--- src/rtl/alu_op_sequencer_pkg.sv ---
// -----------------------------------------------------------------------------
// alu_pkg
// Shared definitions for the ALU operation sequencer:
//   - ALU_WIDTH : default operand width
//   - OP_*      : 4-bit opcodes accepted on the command port
//   - alu_state_t : sequencer FSM states
// -----------------------------------------------------------------------------
package alu_pkg;

    localparam int ALU_WIDTH = 16;

    localparam logic [3:0] OP_ADD = 4'b0001;
    localparam logic [3:0] OP_SUB = 4'b0101;
    localparam logic [3:0] OP_MUL = 4'b0010;
    localparam logic [3:0] OP_DIV = 4'b0011;
    localparam logic [3:0] OP_MOD = 4'b0100;

    typedef enum logic [1:0] {
        IDLE = 2'd0,
        EXEC = 2'd1,
        ITER = 2'd2,
        DONE = 2'd3
    } alu_state_t;

endpackage : alu_pkg

--- src/rtl/alu_op_sequencer_if.sv ---
// -----------------------------------------------------------------------------
// alu_op_sequencer_if
// Command and result handshakes of the ALU operation sequencer.
//   command side : cmd_valid, cmd_ready, command[3:0], inputA, inputB
//   result side  : res_valid, res_ready, result[2*WIDTH-1:0], error
//   status       : busy
// Modports:
//   master - the agent issuing commands and consuming results
//   slave  - the sequencer itself
// -----------------------------------------------------------------------------
interface alu_op_sequencer_if #(
    parameter int WIDTH = 16
) ();

    logic                 cmd_valid;
    logic                 cmd_ready;
    logic [3:0]           command;
    logic [WIDTH-1:0]     inputA;
    logic [WIDTH-1:0]     inputB;
    logic                 res_valid;
    logic                 res_ready;
    logic [2*WIDTH-1:0]   result;
    logic                 error;
    logic                 busy;

    modport master (
        output cmd_valid, command, inputA, inputB, res_ready,
        input  cmd_ready, res_valid, result, error, busy
    );

    modport slave (
        input  cmd_valid, command, inputA, inputB, res_ready,
        output cmd_ready, res_valid, result, error, busy
    );

endinterface : alu_op_sequencer_if

--- src/rtl/alu_op_sequencer_iter_engine.sv ---
// -----------------------------------------------------------------------------
// alu_iter_engine
// Shared bit-serial core: unsigned shift-add multiply and unsigned restoring
// divide, one bit per cycle while step is high. After WIDTH steps the
// outputs hold the final product / quotient / remainder.
// Ports:
//   clk, rst_n        clock, asynchronous active-low reset
//   start             load operands (takes precedence over step)
//   step              advance the algorithm by one bit
//   op_is_mul         1: multiply, 0: divide
//   a, b              operands (a = multiplier / dividend, b = multiplicand / divisor)
//   product           2*WIDTH-bit product
//   quotient          WIDTH-bit quotient
//   remainder         WIDTH-bit remainder
// Both algorithms share one {hi,lo} register pair: multiply shifts it right
// while accumulating into hi, divide shifts it left while building the
// quotient into lo and the partial remainder into hi.
// -----------------------------------------------------------------------------
module alu_iter_engine #(
    parameter int WIDTH = 16
) (
    input  logic               clk,
    input  logic               rst_n,
    input  logic               start,
    input  logic               step,
    input  logic               op_is_mul,
    input  logic [WIDTH-1:0]   a,
    input  logic [WIDTH-1:0]   b,
    output logic [2*WIDTH-1:0] product,
    output logic [WIDTH-1:0]   quotient,
    output logic [WIDTH-1:0]   remainder
);

    logic [WIDTH-1:0] hi_r;
    logic [WIDTH-1:0] lo_r;
    logic [WIDTH-1:0] b_r;

    logic [WIDTH:0]   mul_sum_s;
    logic [WIDTH:0]   div_shift_s;
    logic [WIDTH:0]   div_diff_s;
    logic [WIDTH-1:0] hi_nxt_s;
    logic [WIDTH-1:0] lo_nxt_s;

    // One algorithm step: shift-add for multiply, trial subtract for divide
    always_comb begin
        mul_sum_s   = {1'b0, hi_r} + (lo_r[0] ? {1'b0, b_r} : {(WIDTH+1){1'b0}});
        div_shift_s = {hi_r, lo_r[WIDTH-1]};
        div_diff_s  = div_shift_s - {1'b0, b_r};
        if (op_is_mul) begin
            hi_nxt_s = mul_sum_s[WIDTH:1];
            lo_nxt_s = {mul_sum_s[0], lo_r[WIDTH-1:1]};
        end else begin
            // Partial remainder is always below 2*b, so bit WIDTH of the
            // difference is a clean "went negative" flag.
            if (!div_diff_s[WIDTH]) begin
                hi_nxt_s = div_diff_s[WIDTH-1:0];
                lo_nxt_s = {lo_r[WIDTH-2:0], 1'b1};
            end else begin
                hi_nxt_s = div_shift_s[WIDTH-1:0];
                lo_nxt_s = {lo_r[WIDTH-2:0], 1'b0};
            end
        end
    end

    // Operand load on start, one step per enabled cycle
    always_ff @(posedge clk or negedge rst_n) begin
        if (!rst_n) begin
            hi_r <= {WIDTH{1'b0}};
            lo_r <= {WIDTH{1'b0}};
            b_r  <= {WIDTH{1'b0}};
        end else if (start) begin
            hi_r <= {WIDTH{1'b0}};
            lo_r <= a;
            b_r  <= b;
        end else if (step) begin
            hi_r <= hi_nxt_s;
            lo_r <= lo_nxt_s;
        end
    end

    assign product   = {hi_r, lo_r};
    assign quotient  = lo_r;
    assign remainder = hi_r;

endmodule : alu_iter_engine

--- src/rtl/alu_op_sequencer.sv ---
// -----------------------------------------------------------------------------
// alu_op_sequencer
// Sequential front end for the arithmetic datapath. Accepts one command at a
// time, runs it to completion and returns a 2*WIDTH-bit result plus an error
// flag. ADD/SUB finish in one execute cycle; MUL/DIV/MOD use the shared
// iterative engine for WIDTH cycles.
// Ports:
//   clk        clock (rising edge)
//   rst_n      asynchronous active-low reset
//   bus        alu_op_sequencer_if.slave (command / result handshakes, busy)
//   stats_clr  (ALU_SEQ_STATS_EN only) clear the handshake counter
//   op_count   (ALU_SEQ_STATS_EN only) number of result handshakes, wrapping
// Configuration macro: ALU_SEQ_STATS_EN adds the op_count / stats_clr ports.
// Result, error and res_valid are loaded together one cycle after entering
// DONE, so every op reports one cycle after its last compute step.
// -----------------------------------------------------------------------------
module alu_op_sequencer
    import alu_pkg::*;
#(
    parameter int WIDTH = ALU_WIDTH
) (
    input  logic              clk,
    input  logic              rst_n,
    alu_op_sequencer_if.slave bus
`ifdef ALU_SEQ_STATS_EN
    ,
    input  logic              stats_clr,
    output logic [15:0]       op_count
`endif
);

    localparam int              CW   = $clog2(WIDTH);
    localparam logic [CW-1:0]   LAST = CW'(WIDTH - 1);

    alu_state_t           state_r;
    alu_state_t           state_nxt_s;

    logic [3:0]           cmd_r;
    logic [WIDTH-1:0]     a_r;
    logic [WIDTH-1:0]     b_r;
    logic [CW-1:0]        count_r;

    logic [2*WIDTH-1:0]   exec_res_r;
    logic                 exec_err_r;
    logic                 use_engine_r;

    logic                 cmd_ready_r;
    logic                 res_valid_r;
    logic [2*WIDTH-1:0]   result_r;
    logic                 error_r;
    logic                 busy_r;

    logic                 cmd_fire_s;
    logic                 res_fire_s;
    logic [WIDTH-1:0]     sum_s;
    logic [WIDTH-1:0]     diff_s;
    logic [2*WIDTH-1:0]   exec_res_s;
    logic                 exec_err_s;
    logic                 to_iter_s;
    logic                 engine_start_s;
    logic                 engine_step_s;
    logic [2*WIDTH-1:0]   product_s;
    logic [WIDTH-1:0]     quotient_s;
    logic [WIDTH-1:0]     remainder_s;
    logic [2*WIDTH-1:0]   engine_res_s;

    // Sign-extend a WIDTH-bit two's complement value to 2*WIDTH bits
    function automatic logic [2*WIDTH-1:0] sext(input logic [WIDTH-1:0] v);
        return {{WIDTH{v[WIDTH-1]}}, v};
    endfunction

    // Signed overflow: operands (after negating b for subtract) share a sign
    // that the result does not
    function automatic logic ovf(input logic a_msb, input logic b_msb,
                                 input logic r_msb, input logic is_sub);
        logic b_eff;
        b_eff = b_msb ^ is_sub;
        return (a_msb == b_eff) && (r_msb != a_msb);
    endfunction

    assign cmd_fire_s = (state_r == IDLE) && cmd_ready_r && bus.cmd_valid;
    assign res_fire_s = (state_r == DONE) && res_valid_r && bus.res_ready;

    // Execute-cycle decode of the latched command
    always_comb begin
        sum_s      = a_r + b_r;
        diff_s     = a_r - b_r;
        exec_res_s = {(2*WIDTH){1'b0}};
        exec_err_s = 1'b0;
        to_iter_s  = 1'b0;
        case (cmd_r)
            OP_ADD: begin
                exec_res_s = sext(sum_s);
                exec_err_s = ovf(a_r[WIDTH-1], b_r[WIDTH-1], sum_s[WIDTH-1], 1'b0);
            end
            OP_SUB: begin
                exec_res_s = sext(diff_s);
                exec_err_s = ovf(a_r[WIDTH-1], b_r[WIDTH-1], diff_s[WIDTH-1], 1'b1);
            end
            OP_MUL: begin
                to_iter_s = 1'b1;
            end
            OP_DIV, OP_MOD: begin
                if (b_r == {WIDTH{1'b0}}) begin
                    exec_res_s = {(2*WIDTH){1'b1}};
                    exec_err_s = 1'b1;
                end else begin
                    to_iter_s = 1'b1;
                end
            end
            default: begin
                exec_res_s = {(2*WIDTH){1'b0}};
                exec_err_s = 1'b1;
            end
        endcase
    end

    // FSM next-state logic
    always_comb begin
        state_nxt_s = state_r;
        case (state_r)
            IDLE: begin
                if (cmd_fire_s) state_nxt_s = EXEC;
                else            state_nxt_s = IDLE;
            end
            EXEC: begin
                if (to_iter_s) state_nxt_s = ITER;
                else           state_nxt_s = DONE;
            end
            ITER: begin
                if (count_r == LAST) state_nxt_s = DONE;
                else                 state_nxt_s = ITER;
            end
            DONE: begin
                if (res_fire_s) state_nxt_s = IDLE;
                else            state_nxt_s = DONE;
            end
            default: state_nxt_s = IDLE;
        endcase
    end

    // FSM state register
    always_ff @(posedge clk or negedge rst_n) begin
        if (!rst_n) state_r <= IDLE;
        else        state_r <= state_nxt_s;
    end

    // Command capture on acceptance; later input changes are ignored
    always_ff @(posedge clk or negedge rst_n) begin
        if (!rst_n) begin
            cmd_r <= 4'b0000;
            a_r   <= {WIDTH{1'b0}};
            b_r   <= {WIDTH{1'b0}};
        end else if (cmd_fire_s) begin
            cmd_r <= bus.command;
            a_r   <= bus.inputA;
            b_r   <= bus.inputB;
        end
    end

    // Iteration counter: cleared in EXEC, counts engine steps in ITER
    always_ff @(posedge clk or negedge rst_n) begin
        if (!rst_n) begin
            count_r <= {CW{1'b0}};
        end else if (state_r == ITER && count_r != LAST) begin
            count_r <= count_r + {{(CW-1){1'b0}}, 1'b1};
        end else begin
            count_r <= {CW{1'b0}};
        end
    end

    // Execute-cycle outcome, held until the output registers pick it up
    always_ff @(posedge clk or negedge rst_n) begin
        if (!rst_n) begin
            exec_res_r   <= {(2*WIDTH){1'b0}};
            exec_err_r   <= 1'b0;
            use_engine_r <= 1'b0;
        end else if (state_r == EXEC) begin
            exec_res_r   <= exec_res_s;
            exec_err_r   <= exec_err_s;
            use_engine_r <= to_iter_s;
        end
    end

    assign engine_start_s = (state_r == EXEC) && to_iter_s;
    assign engine_step_s  = (state_r == ITER);

    alu_iter_engine #(
        .WIDTH (WIDTH)
    ) u_engine (
        .clk       (clk),
        .rst_n     (rst_n),
        .start     (engine_start_s),
        .step      (engine_step_s),
        .op_is_mul (cmd_r == OP_MUL),
        .a         (a_r),
        .b         (b_r),
        .product   (product_s),
        .quotient  (quotient_s),
        .remainder (remainder_s)
    );

    // Select the engine output matching the latched opcode
    always_comb begin
        engine_res_s = {(2*WIDTH){1'b0}};
        case (cmd_r)
            OP_MUL:  engine_res_s = product_s;
            OP_DIV:  engine_res_s = {{WIDTH{1'b0}}, quotient_s};
            OP_MOD:  engine_res_s = {{WIDTH{1'b0}}, remainder_s};
            default: engine_res_s = {(2*WIDTH){1'b0}};
        endcase
    end

    // Registered outputs; result/error only change when a new result is posted
    always_ff @(posedge clk or negedge rst_n) begin
        if (!rst_n) begin
            cmd_ready_r <= 1'b1;
            busy_r      <= 1'b0;
            res_valid_r <= 1'b0;
            result_r    <= {(2*WIDTH){1'b0}};
            error_r     <= 1'b0;
        end else begin
            cmd_ready_r <= (state_nxt_s == IDLE);
            busy_r      <= (state_nxt_s != IDLE);
            if (state_r == DONE && !res_valid_r) begin
                res_valid_r <= 1'b1;
                result_r    <= use_engine_r ? engine_res_s : exec_res_r;
                error_r     <= use_engine_r ? 1'b0 : exec_err_r;
            end else if (res_fire_s) begin
                res_valid_r <= 1'b0;
            end else begin
                res_valid_r <= res_valid_r;
            end
        end
    end

    assign bus.cmd_ready = cmd_ready_r;
    assign bus.res_valid = res_valid_r;
    assign bus.result    = result_r;
    assign bus.error     = error_r;
    assign bus.busy      = busy_r;

`ifdef ALU_SEQ_STATS_EN
    logic [15:0] op_count_r;

    // Result-handshake counter; clear wins over a coincident handshake
    always_ff @(posedge clk or negedge rst_n) begin
        if (!rst_n)          op_count_r <= 16'h0000;
        else if (stats_clr)  op_count_r <= 16'h0000;
        else if (res_fire_s) op_count_r <= op_count_r + 16'h0001;
        else                 op_count_r <= op_count_r;
    end

    assign op_count = op_count_r;
`endif

endmodule : alu_op_sequencer

--- src/flat_wrapper.sv ---
// flat-port wrapper written by rule: the top's interface ports become plain ports
module alu_op_sequencer_flat import alu_pkg::*;
#(
    parameter int WIDTH = ALU_WIDTH
)
  (clk, rst_n, bus_cmd_valid, bus_command, bus_inputA, bus_inputB, bus_res_ready, bus_cmd_ready, bus_res_valid, bus_result, bus_error, bus_busy);
  alu_op_sequencer_if #(.WIDTH(WIDTH)) bus_i ();
  input  logic clk;
  input  logic rst_n;
  input wire logic [$bits(bus_i.cmd_valid)-1:0] bus_cmd_valid;
  input wire logic [$bits(bus_i.command)-1:0] bus_command;
  input wire logic [$bits(bus_i.inputA)-1:0] bus_inputA;
  input wire logic [$bits(bus_i.inputB)-1:0] bus_inputB;
  input wire logic [$bits(bus_i.res_ready)-1:0] bus_res_ready;
  output wire logic [$bits(bus_i.cmd_ready)-1:0] bus_cmd_ready;
  output wire logic [$bits(bus_i.res_valid)-1:0] bus_res_valid;
  output wire logic [$bits(bus_i.result)-1:0] bus_result;
  output wire logic [$bits(bus_i.error)-1:0] bus_error;
  output wire logic [$bits(bus_i.busy)-1:0] bus_busy;
  assign bus_i.cmd_valid = bus_cmd_valid;
  assign bus_i.command = bus_command;
  assign bus_i.inputA = bus_inputA;
  assign bus_i.inputB = bus_inputB;
  assign bus_i.res_ready = bus_res_ready;
  assign bus_cmd_ready = bus_i.cmd_ready;
  assign bus_res_valid = bus_i.res_valid;
  assign bus_result = bus_i.result;
  assign bus_error = bus_i.error;
  assign bus_busy = bus_i.busy;
  alu_op_sequencer #(.WIDTH(WIDTH)) u_core (.clk(clk), .rst_n(rst_n), .bus(bus_i));
endmodule
--- config.mk ---
export PLATFORM = sky130hd
export DESIGN_NAME = alu_op_sequencer_flat
export DESIGN_NICKNAME = d
export VERILOG_FILES = /design/src/rtl/alu_op_sequencer_pkg.sv /design/src/rtl/alu_op_sequencer_if.sv /design/src/rtl/alu_op_sequencer_iter_engine.sv /design/src/rtl/alu_op_sequencer.sv /design/src/flat_wrapper.sv
export SDC_FILE = /design/constraint.sdc
export NUM_CORES = 1
export LEC_CHECK = 0
export ABC_AREA = 1
export CORE_ASPECT_RATIO = 0.8
export CORE_MARGIN = 2
export CORE_UTILIZATION = 28
export DETAILED_ROUTE_END_ITERATION = 10
export HOLD_SLACK_MARGIN = 0.12
export PLACE_DENSITY = 0.4
export SLEW_MARGIN = 5
export SYNTH_ARGS = -nofsm -noshare
export SYNTH_HDL_FRONTEND = slang
export SYNTH_SLANG_ARGS = --single-unit
--- constraint.sdc ---
create_clock -name clk -period 3.3 [get_ports clk]
set_clock_uncertainty 0.15 [all_clocks]
set_input_delay 0.66 -clock clk [delete_from_list [all_inputs] [get_ports clk]]
set_output_delay 0.66 -clock clk [all_outputs]
set_load 0.01 [all_outputs]
==> results_dict.tcl <==
set metrics [dict create \
    status "finished clean" \
    startpoint_type "flip-flop" \
    dp_slack_ns 0.574 \
    cap_violations 0 \
    grt_max_degree 86 \
    cts_made_buffers 17 \
    grt_first_pass_wirelength_um 60300 \
    leakagePower_nw 6.22 \
    routed.top_layer "met4" \
    clock-sinks 144 \
    hold_path.class "reg -> reg" \
    cts_buffer_depth 2 \
    ys_seq_area_share_pct 35.1 \
    worstPathArrival_ns 2.96 \
    syn_nets 1612 \
    routed_wl_um 39500 \
    ys_types 44 \
    synth_edf_count 0 \
    power_density_nw_per_um2 1190 \
    port_buffers 75 \
    place_congestion 0.912 \
    tns_ns 0 \
    post_dp_cell_area_um2 11600 \
    start_util_pct 28.5 \
    worstMarginPinSlew_ns 0.613 \
    place_inst 2035 \
    routedWlPerCell_um 19.1 \
    num_antenna_cells 0 \
    setup_ws_ns 0.507 \
    end_kind "flip-flop" \
    clkLatencyLatePin_ns 0.45 \
    final_cell_mix "nand2_1, inv_1, dfrtp_1" \
    final_nets 1682 \
    drt_iter0_drc 1028 \
    die_area_um2 38300 \
    synthTopCellsByArea "dfrtp_1, nand2_1, ha_1, inv_1, nand3_1" \
    rows 62 \
    drtPass1Iterations 6 \
    grt_util_all_layers_pct 21.1 \
    grt.overflow.total 0 \
    yosysTopAreaCellShare_pct 34.8 \
    async_reset_ff_share_pct 100 \
    synth.cell_area_um2 10300 \
    cp_max_fo 17 \
    htreeDepth 4 \
    vdd_ir_drop_max_v 0.000357 \
    synth.largest_area_cell "dfrtp_1" \
    finalHoldViolations 0 \
    drive_gt1_share_pct 5.92 \
    cts_resized 0 \
    final_common_cell "nand2_1" \
    finalPower_mw 14.5 \
    drc 0 \
    met1_length_um 21800 \
    antenna_found_initial 0 \
    cts_tree "yes" \
    fin_area_um2 12200 \
    core_region_area_um2 36100 \
    cts-root-buf "clkbuf_16" \
    fin_crit_ns 2.79 \
    syn2layout_area_growth_pct 18.8 \
    ioPinCount 76 \
    ys_ff_latch 144 \
    maxSlewHeadroom_pct 59.0 \
    final_max_slew_viol_count 0 \
    route.met3.wl_um 2120 \
    die_w_um 218 \
    nFillCells 3960 \
    rsz0062_at_grt "no" \
    min_period_over_period_pct 84.7 \
    ant_nets 0 \
    dp_hpwl_um 31100 \
    yosysWarningCount 0 \
    grt_pass1_vias 9527 \
    synthFlopType "dfrtp_1" \
    wl_met2_um 15300 \
    syn_inst 1505 \
    setup_viol 0 \
    clkTransAtPathRegs_ns 0.06 \
    die_h_um 175 \
    required_ns 3.47 \
    avgViaCountPerCell 4.90 \
    instances_no_fill 2067 \
    avgSynthCellArea_um2 6.83 \
    timing_worst_setup_path_type "reg -> reg" \
    vias 10124 \
    clock.fmax_mhz 358 \
]
==> what timing repair did <==
action	in CTS	in global routing
setup endpoints to repair	0	0
hold buffers	1	0
endpoints found under the hold margin	23	0
buffers inserted	0	0
==> kinds of logic (layout without fill, tap and decap cells) <==
kind of cell / after synthesis / in the layout / share of synthesized area [%]
buffers and inverters: 252 / 334 / 9.54
adder cells (fa/ha/maj): 67 / 67 / 8.45
AND/OR/NAND/NOR: 766 / 766 / 31.3
multiplexers: 15 / 15 / 1.64
flip-flops: 144 / 144 / 35.1
XOR/XNOR: 10 / 10 / 0.852
AO/OA/AOI/OAI: 251 / 251 / 13.2
==> sequential cells by signal (all words and copies together) (netlist names) <==
name                       cells
u_core.bus.result             32
u_core.a_r                    16
u_core.b_r                    16
u_core.exec_res_r             16
u_core.u_engine.b_r           16
u_core.u_engine.quotient      16
u_core.u_engine.remainder     16
u_core.cmd_r                   4
u_core.count_r                 4
u_core.state_r                 2
u_core.bus.busy                1
u_core.bus.cmd_ready           1
u_core.bus.error               1
u_core.bus.res_valid           1
u_core.exec_err_r              1
u_core.use_engine_r            1
==> per-layer routing <==
layer,vias up,track usage [%]
met5,-,0
met4,0,3.97
met3,21,3.48
met2,259,28.3
met1,4820,34.4
li1,5024,-
==> final cells by class <==
cell class	instances	area, um^2	share of cell area [%]
clock buffers	20	457	3.74
clock inverters	11	130	1.07
inverters	203	762	6.24
multi-input cells	1109	5710	46.7
flip-flops and latches	144	3600	29.5
well taps	480	601	4.92
repair buffers	100	955	7.82
==> cells in the mapped netlist (2+ instances only) <==
cell type,n
buf_4,4
xnor2_1,5
nand3_1,141
a32oi_1,2
nor3_1,10
o211ai_1,14
dfrtp_1,143
and2_1,4
ha_1,63
nor2_4,3
nor2_1,123
clkbuf_1,34
fa_1,4
buf_6,2
mux2_2,15
xor2_1,5
nand2_1,449
o22ai_1,8
a21o_1,4
a31oi_1,3
or2_2,2
buf_1,5
o21bai_1,7
and3_1,2
a21oi_1,133
o21a_1,2
o21ai_0,74
nand4_1,15
nand2_2,2
buf_2,4
inv_1,194
or2_1,3
inv_2,8
nand3b_1,8
==> worst paths after layout <==
check | startpoint | to | slack (ns) | depth (start not counted)
min reg2reg | u_core.count_r[0] | u_core.count_r[0] | 0.32 | 1
min in group asynchronous | rst_n | u_core.bus.result[19] | 0.49 | 2
max reg2reg | u_core.u_engine.quotient[15] | u_core.u_engine.remainder[5] | 0.51 | 16
max | u_core.u_engine.quotient[15] | u_core.u_engine.remainder[5] | 0.51 | 16
min | u_core.count_r[0] | u_core.count_r[0] | 0.32 | 1
max in group asynchronous | rst_n | u_core.a_r[2] | 1.69 | 3
==> worst max-delay path: stages, from the launching register on <==
cell and delay (ns):
dfrtp_1 0.39, inv_1 0.13, ha_1 0.16, inv_1 0.06, fa_1 0.39, nand2_1 0.11
nand2_1 0.08, nand3_1 0.09, nand2_1 0.08, nand2_1 0.10, nand2_1 0.08, nand2_1 0.11
nand2_2 0.23, nor2_1 0.28, nand2_1 0.08, nand3_1 0.07, o21ai_0 0.08
==> where the power goes <==
group,switching (mW),internal [mW]
logic,5.83,3.13
registers,0.928,2.61
clock network,0.842,1.15
total,7.60,6.89
==> metrics by stage <==
stage / util (%) / hold slack [ns]
final: 33.9 / 0.321
after global routing: 33.9 / 0.343
after CTS: 33.9 / 0.323
after detailed placement: 32.2 / 0.306
after global placement: 32.2 / 0.310
after floorplan: - / 0.214
No activity file was read; power rests on OpenSTA's default activity.
